## config.mk

```make
export PLATFORM = sky130hd
export DESIGN_NAME = dcache_ctrl
export DESIGN_NICKNAME = d
export VERILOG_FILES = /design/src/rtl/dcache_ctrl.sv
export SDC_FILE = /design/constraint.sdc
export NUM_CORES = 2
export LEC_CHECK = 0
export ABC_AREA = 1
export BUFFER_PORTS_ARGS = -buffer_cell sky130_fd_sc_hd__buf_2
export CORE_ASPECT_RATIO = 0.7
export CORE_MARGIN = 5
export CORE_UTILIZATION = 25
export CTS_CLUSTER_DIAMETER = 40
export CTS_CLUSTER_SIZE = 12
export DETAILED_ROUTE_END_ITERATION = 7
export PLACE_DENSITY = 0.4
export SLEW_MARGIN = 10
export SYNTH_ARGS = -nofsm -noshare
export SYNTH_HDL_FRONTEND = slang
export SYNTH_SLANG_ARGS = --single-unit
```

## constraint.sdc

```tcl
create_clock -name clk -period 6.25 [get_ports clk]
set_input_delay 0.625 -clock clk [delete_from_list [all_inputs] [get_ports clk]]
set_output_delay 0.625 -clock clk [all_outputs]
set_load 0.01 [all_outputs]
```

## src/rtl/dcache_ctrl.sv

```systemverilog
// MEM-stage direct-mapped, write-through, no-write-allocate data cache controller.
// Define DCACHE_PERF_EN to add the perf_hits / perf_misses counters.
module dcache_ctrl #(
    parameter int ADDR_W  = 12,
    parameter int INDEX_W = 4
) (
    input  logic              clk,
    input  logic              reset,
    input  logic              cpu_mem_read,
    input  logic              cpu_mem_write,
    input  logic [31:0]       cpu_addr,
    input  logic [31:0]       cpu_wdata,
    input  logic [1:0]        cpu_size,
    input  logic              cpu_unsigned,
    output logic [31:0]       cpu_rdata,
    output logic              dcache_stall,
    output logic              mem_req,
    output logic              mem_we,
    output logic [ADDR_W-1:0] mem_addr,
    output logic [31:0]       mem_wdata,
    output logic [3:0]        mem_wstrb,
    input  logic              mem_ack,
    input  logic [31:0]       mem_rdata,
    input  logic              mem_rvalid
`ifdef DCACHE_PERF_EN
    ,
    output logic [31:0]       perf_hits,
    output logic [31:0]       perf_misses
`endif
);

    localparam int TAG_W = ADDR_W - 4 - INDEX_W;
    localparam int LINES = 1 << INDEX_W;

    typedef enum logic [1:0] {IDLE, REFILL, WRITE, DONE} state_t;

    state_t            state;
    logic [31:0]       data_mem [0:4*LINES-1];
    logic [TAG_W-1:0]  tag_mem  [0:LINES-1];
    logic [LINES-1:0]  valid;
    logic [1:0]        beat_cnt;

    logic              is_write;
    logic              is_read;
    logic [ADDR_W-1:0] addr;
    logic [1:0]        offset;
    logic [INDEX_W-1:0] index;
    logic [TAG_W-1:0]  tag;
    logic              hit;
    logic [31:0]       rd_word;
    logic [7:0]        rd_byte;
    logic [15:0]       rd_half;
    logic [31:0]       st_wdata;
    logic [3:0]        st_wstrb;
    logic              unused_addr_bits;

    assign unused_addr_bits = ^cpu_addr[31:ADDR_W];

    // A simultaneous read and write is handled as a write.
    assign is_write = cpu_mem_write;
    assign is_read  = cpu_mem_read & ~cpu_mem_write;

    always_comb begin
        addr = cpu_addr[ADDR_W-1:0];
        if (cpu_size == 2'b01)
            addr[0] = 1'b0;
        else if (cpu_size[1])
            addr[1:0] = 2'b00;
    end

    assign offset  = addr[3:2];
    assign index   = addr[4+INDEX_W-1:4];
    assign tag     = addr[ADDR_W-1:4+INDEX_W];
    assign hit     = valid[index] && (tag_mem[index] == tag);
    assign rd_word = data_mem[{index, offset}];
    assign rd_byte = rd_word[{addr[1:0], 3'b000} +: 8];
    assign rd_half = rd_word[{addr[1], 4'b0000} +: 16];

    always_comb begin
        cpu_rdata = 32'h0;
        if (is_read) begin
            case (cpu_size)
                2'b00:   cpu_rdata = {{24{~cpu_unsigned & rd_byte[7]}}, rd_byte};
                2'b01:   cpu_rdata = {{16{~cpu_unsigned & rd_half[15]}}, rd_half};
                default: cpu_rdata = rd_word;
            endcase
        end
    end

    always_comb begin
        st_wdata = cpu_wdata;
        st_wstrb = 4'b1111;
        case (cpu_size)
            2'b00: begin
                st_wdata = {4{cpu_wdata[7:0]}};
                st_wstrb = 4'b0001 << addr[1:0];
            end
            2'b01: begin
                st_wdata = {2{cpu_wdata[15:0]}};
                st_wstrb = addr[1] ? 4'b1100 : 4'b0011;
            end
            default: ;
        endcase
    end

    // Stall is forced low under reset so an abandoned miss releases the pipeline at once.
    assign dcache_stall = reset &&
                          ((state == REFILL) || (state == WRITE) ||
                           ((state == IDLE) && (is_write || (is_read && !hit))));

    always_ff @(posedge clk or negedge reset) begin
        if (!reset) begin
            state     <= IDLE;
            mem_req   <= 1'b0;
            mem_we    <= 1'b0;
            mem_addr  <= '0;
            mem_wdata <= '0;
            mem_wstrb <= '0;
            beat_cnt  <= 2'd0;
            valid     <= '0;
        end else begin
            case (state)
                IDLE: begin
                    if (is_write) begin
                        state     <= WRITE;
                        mem_req   <= 1'b1;
                        mem_we    <= 1'b1;
                        mem_addr  <= {addr[ADDR_W-1:2], 2'b00};
                        mem_wdata <= st_wdata;
                        mem_wstrb <= st_wstrb;
                    end else if (is_read && !hit) begin
                        state        <= REFILL;
                        mem_req      <= 1'b1;
                        mem_we       <= 1'b0;
                        mem_addr     <= {addr[ADDR_W-1:4], 4'b0000};
                        beat_cnt     <= 2'd0;
                        valid[index] <= 1'b0;
                    end
                end
                REFILL: begin
                    if (mem_req && mem_ack)
                        mem_req <= 1'b0;
                    if (mem_rvalid) begin
                        beat_cnt <= beat_cnt + 2'd1;
                        if (beat_cnt == 2'd3) begin
                            valid[index] <= 1'b1;
                            state        <= DONE;
                        end
                    end
                end
                WRITE: begin
                    if (mem_req && mem_ack) begin
                        mem_req <= 1'b0;
                        mem_we  <= 1'b0;
                        state   <= DONE;
                    end
                end
                DONE:    state <= IDLE;
                default: state <= IDLE;
            endcase
        end
    end

    // Storage arrays need no reset; the valid bits alone decide what is usable.
    always_ff @(posedge clk) begin
        if (state == REFILL && mem_rvalid) begin
            data_mem[{index, beat_cnt}] <= mem_rdata;
            if (beat_cnt == 2'd3)
                tag_mem[index] <= tag;
        end
        if (state == WRITE && mem_req && mem_ack && hit) begin
            for (int b = 0; b < 4; b++) begin
                if (mem_wstrb[b])
                    data_mem[{index, offset}][8*b +: 8] <= mem_wdata[8*b +: 8];
            end
        end
    end

`ifdef DCACHE_PERF_EN
    always_ff @(posedge clk or negedge reset) begin
        if (!reset) begin
            perf_hits   <= 32'h0;
            perf_misses <= 32'h0;
        end else if (state == IDLE && is_read) begin
            if (hit)
                perf_hits <= perf_hits + 32'h1;
            else
                perf_misses <= perf_misses + 32'h1;
        end
    end
`endif

endmodule
```

# After elaboration in Yosys (flattened, before gate mapping)
# Memories as Yosys holds them, arrays and structs flattened.
# Cells that the tools add are included.
# Widths: inputs -> output; s select.
[word_totals]
ff_bits = 70
ram_bits = 2112
in_bits = 105
out_inout_bits = 83
elab_cells = 122
mem_count = 2
[mem_list]
columns = ["name", "words", "word_bits", "rd", "rd_clocked_by_memory_dff", "wr", "line_no", "source"]
rows = [
  ["data_mem", 64, 32, 1, 0, 1, "38", "logic [31:0] data_mem [0:4*LINES-1];"],
  ["tag_mem", 16, 4, 1, 0, 1, "39", "logic [TAG_W-1:0] tag_mem [0:LINES-1];"],
]
[op_classes]
n_addsub = 1
magnitude_cmp = 2
n_eq_ne = 13
n_shift = 3
n_mux = 56
n_bitwise = 8
reduce_logical = 29
[ops]
columns = ["operator", "n"]
rows = [
  ["$pmux 32 s2", 2],
  ["$mux 16", 4],
  ["$mux 32", 2],
  ["$pmux 16 s2", 1],
  ["$reduce_or 32->1", 1],
  ["$shiftx 32x6->16", 1],
  ["$shiftx 32x6->8", 1],
  ["$mux 1", 26],
  ["$mux 12", 2],
  ["$mux 2", 9],
  ["$and 16x16->16", 1],
  ["$not 16->16", 1],
  ["$or 16x16->16", 1],
  ["$logic_and 1x1->1", 10],
  ["$mux 4", 2],
  ["$pmux 2 s4", 1],
  ["$pmux 4 s2", 1],
  ["$reduce_and 4->1", 2],
  ["$reduce_bool 2->1", 4],
  ["$eq 2x2->1 const B", 3],
  ["$mux 6", 1],
  ["$ne 2x1->1 const B", 3],
  ["$ne 2x2->1 const B", 3],
  ["$reduce_and 3->1", 2],
  ["other kinds (19)", 28],
]

# Longest topological paths before layout
[logic_depth]
ltp_word = 9
ltp_mapped = 23
mapped_depth_nobuf = 19

# Worst setup path before layout
# No wires, ideal clock.
[synth_path]
kind = "input port to flip-flop"
start = "input cpu_addr[4]"
end = "memory data_mem[0][15], data pin"
setup_ps = 548
arrival_time_ps = 4219
required_time_ps = 5702
setup_slack_ps = 1484
cell_stages = 20
path_buffers = 5
path_cell_list = "buf_4 -> inv_2 -> buf_4 -> buf_6 -> nand2_1 -> nand2_1 -> nand2_1 -> nand2_1 -> nand2_1 -> nand2_1 -> nor2_1 -> nand2_1 -> nand3_1 -> nor2_4 -> o2111ai_4 -> nand2_4 -> buf_2 -> buf_2 -> nor2_1 -> a21oi_1"
[synth_via]
elab_chain_cells = 8
word_cells_on_any_way = 16
classes_between = "eq/ne: 1; mux: 11; reduce/logical: 3; memory: 1"
[synth_lines]
columns = ["item", "line_no", "source"]
rows = [
  ["from (decl)", "11", "input logic [31:0] cpu_addr,"],
  ["$mem_v2 16x4 or $bmux 1 s4 (tied branches)", "-", ""],
  ["$eq 4x4->1 or $mux 1 (tied branches)", "74", "assign hit = valid[index] && (tag_mem[index] == tag);"],
  ["$logic_and 1x1->1 (*)", "74", ""],
  ["$logic_and 1x1->1 (*)", "171", "if (state == WRITE && mem_req && mem_ack && hit) begin"],
  ["$mux 1", "171", ""],
  ["$mux 1 (implied by the code)", "174", "data_mem[{index, offset}][8*b +: 8] <= mem_wdata[8*b +: 8];"],
  ["$reduce_or 32->1 (no line) (*)", "-", ""],
  ["$mux 32 (no line) (*)", "-", ""],
  ["to (decl)", "38", ""],
]
# Every way passes the cells marked *; elsewhere a longest branch is shown, timed or not. The select of a mux whose other input is x is not followed.

# Worst setup path after layout
[layout_path]
start = "input cpu_addr[3]"
end = "output cpu_rdata[8]"
[layout_via]
elab_chain_cells = 5
word_cells_on_any_way = 6
classes_between = "shift: 2; mux: 2; bitwise: 1; memory: 1"
[layout_lines]
columns = ["item", "line_no", "source"]
rows = [
  ["$mem_v2 64x32 (*)", "-", ""],
  ["$shiftx 32x6->8", "76", "assign rd_byte = rd_word[{addr[1:0], 3'b000} +: 8];"],
  ["$and 1x1->1", "83", "2'b00: cpu_rdata = {{24{~cpu_unsigned & rd_byte[7]}}, rd_byte};"],
  ["$pmux 32 s2 (*)", "82", "case (cpu_size)"],
  ["$mux 32 (*)", "81", "if (is_read) begin"],
  ["to (decl)", "15", "output logic [31:0] cpu_rdata,"],
]
# Every way passes the cells marked *; elsewhere a longest branch is shown, timed or not.

==> impl_metrics.env <==
export IMPL_outcome="complete, no violations"
export IMPL_critPathArrivalTime_ps=4870
export IMPL_start_util_pct=25.13
export IMPL_drc=0
export IMPL_dieArea_um2=365600
export IMPL_grt_util_all_layers_pct=17.84
export IMPL_synth_distinct_cells=49
export IMPL_synth_largest_area_cell="edfxtp_1"
export IMPL_nFillCells=35734
export IMPL_synthTopCellsByCount="edfxtp_1 (2112), nor2_1 (1464), o21ai_0 (1139)"
export IMPL_synthXorXnorAreaFrac_pct=0
export IMPL_synth_simple_area_share_pct=11.45
export IMPL_num_vias=60773
export IMPL_hpwl_um=221400
export IMPL_period_minus_slack_ps=5490
export IMPL_multiInputGateArea_um2=21010
export IMPL_path_max_fanout=43
export IMPL_post_synth_top_area_fraction_pct=71.77
export IMPL_ant_nets=0
export IMPL_nets=7709
export IMPL_post_place_ws_ps=838.2
export IMPL_critPathKind="input port to output port"
export IMPL_setup_violations=0
export IMPL_avgRoutedWirePerCell_um=27.20
export IMPL_synth_edf_count=2112
export IMPL_cts_root_buf="clkbuf_16"
export IMPL_core_region_area_um2=351600
export IMPL_drv_cap=0
export IMPL_rr_worst_depth=17
export IMPL_setup_slack_ps=759.7
export IMPL_r2r_setup_slack_ps=2140
export IMPL_synthAdderAreaFrac_pct=0.08495
export IMPL_syn_inst=7133
export IMPL_synthMuxAreaShare_pct=0.1515
export IMPL_irDropWorstVdd_mv=0.2414
export IMPL_layout_drive_gt1_share_pct=14.96
export IMPL_hold_violations=0
export IMPL_io_pins=188
export IMPL_place_inst=12029
export IMPL_syn2layout_area_growth_pct=19.55
export IMPL_io_buffers=165
export IMPL_async_reset_ff_share_pct=3.119
export IMPL_synthFlopType="edfxtp_1"
export IMPL_cts_path_max_buffers=4
export IMPL_place_gp_congestion=0.8339
export IMPL_cts_tree="built"
export IMPL_ys_seq_area_share_pct=73.70
export IMPL_fin_skew_ps=53.64
export IMPL_r2r_end="data_mem[48][28]$_DFFE_PP_"
export IMPL_die_x_um=720.6
export IMPL_rsz0062_at_grt="no"
export IMPL_synth_seq_cells=2180
export IMPL_synth_compound_area_share_pct=11.73
export IMPL_clk_latency_ps=920
export IMPL_vias_per_cell=4.885
export IMPL_synth_area_um2=88370
export IMPL_timing_setup_tns_ps=0
export IMPL_whs_ps=32.97
export IMPL_drv_slew=0
export IMPL_reg2reg_from="tag_mem[10][3]$_DFFE_PP_"
export IMPL_numCtsBuffers=242
export IMPL_synth_area_per_cell_um2=12.39
export IMPL_routed_wl_um=338400
export IMPL_grt_max_degree=116
export IMPL_fin_cells=12441
export IMPL_startpoint_type="input port"
export IMPL_power_leakage_nw=35.35
export IMPL_cts_sinks=2180
export IMPL_ys_top_cells_by_area="edfxtp_1 (72%), o21ai_0 (6.5%), nor2_1 (6.2%)"
export IMPL_rows=182
export IMPL_min_path_type="input port to async pin"
export IMPL_crit_path_end_kind="output port"
export IMPL_slew_headroom_pct=25.51
export IMPL_postCtsSetupBuffers=0
export IMPL_worst_pin_slew_ps=1116
export IMPL_fp_dieH_um=507.4
export IMPL_min_period_over_period_pct=87.84
export IMPL_postLayoutCoreUtil_pct=30.05
export IMPL_synth_most_common_cell="edfxtp_1"
export IMPL_ff_latch_area_um2=65120
export IMPL_first_global_vias=56917
export IMPL_critPathRequiredTime_ps=5620
export IMPL_ctsHoldBuffers=17
export IMPL_drt_first_pass_iters=6
export IMPL_yosysWarnings=0
export IMPL_drt_iter0_drc=6525
export IMPL_cts_htree_levels=4
export IMPL_synth_top_family_by_area="compound AO/OA/AOI/OAI gates"
export IMPL_ctsResizeCount=0
export IMPL_clk_pin_slew_worst_paths_ps=60
export IMPL_powerDensity_nw_per_um2=321.7
export IMPL_grt_ovfl_total=0
export IMPL_grt_pass1_wl_um=466500
export IMPL_fmax_ghz=0.1821
export IMPL_antenna_found_initial=29
power by group:
part	internal (mW)	switching [mW]
logic	0.923	2.64
clock network	7.86	5.99
registers	16.3	0.259
total	25.1	8.88
sequential cells by signal, summed over array words and instances (netlist names), 2 cells and up, named ones only:
register	flops
data_mem	2048
mem_wdata	32
beat_cnt	2
state	2
mem_addr	10
tag_mem	64
mem_wstrb	4
layout make-up:
cell class | instances | area share [%]
well taps | 4692 | 5.557
multi-input cells | 4359 | 19.88
diodes | 10 | 0.02369
inverters | 106 | 0.3956
clock buffers | 289 | 5.999
repair buffers | 709 | 5.505
flip-flops and latches | 2180 | 61.64
clock inverters | 96 | 0.9925
cell families after synthesis:
group	after synthesis
simple gates	2481
other cells	1
buf+inv	595
compound gates	1858
flops	2180
fa+ha+maj	6
mux	12
per-stage QoR:
stage               total power [mW]  area [µm²]
floorplan                      18.61       88370
global placement               20.41       98060
detailed placement             20.43       98060
CTS                            34.29      105600
global route                   35.18      105600
finish                         33.98      105600
layer usage:
layer	track usage [%]	up-vias	part of all wire (%)
met5	0.4660	-	0.10
met4	4.202	14	2.5
met3	4.426	402	8.3
met2	25.41	2093	42
met1	26.91	31265	48
li1	-	26999	-
layout by cell type, fill, tap and decap left out, types with 54 or more instances in the layout:
master,n
a21oi_1,80
a22o_1,54
buf_12,67
buf_2,161
buf_4,462
clkbuf_16,246
dfrtp_1,68
edfxtp_1,2112
inv_1,87
nand2_1,803
nand3_1,85
nand4_2,60
nor2_1,1454
o21ai_0,1139
o22ai_1,470
worst max-delay path by stage:
stage	from	endpoint	slack, ps
final	cpu_addr[3]	cpu_rdata[8]	760
after global routing	cpu_addr[3]	cpu_rdata[8]	560
after CTS	cpu_addr[3]	cpu_rdata[11]	880
after detailed placement	cpu_addr[6]	data_mem[56][29]$_DFFE_PP_	840
after global placement	cpu_addr[3]	cpu_rdata[11]	830
after floorplan	cpu_addr[4]	data_mem[0][15]$_DFFE_PP_	1480
worst max-delay path, cell delays in order:
cell and delay [ps]:
buf_8 350, buf_4 570, o21ai_0 200, o22ai_1 390, nand2_1 90, nand2_1 80
o21ai_0 270, o21ai_0 380, nor2_1 140, nor2_1 180, nor2_1 90, nand2_1 80
nand3_1 560, buf_4 390, a21oi_1 130, buf_2 170
(Power assumes the default switching activity.)
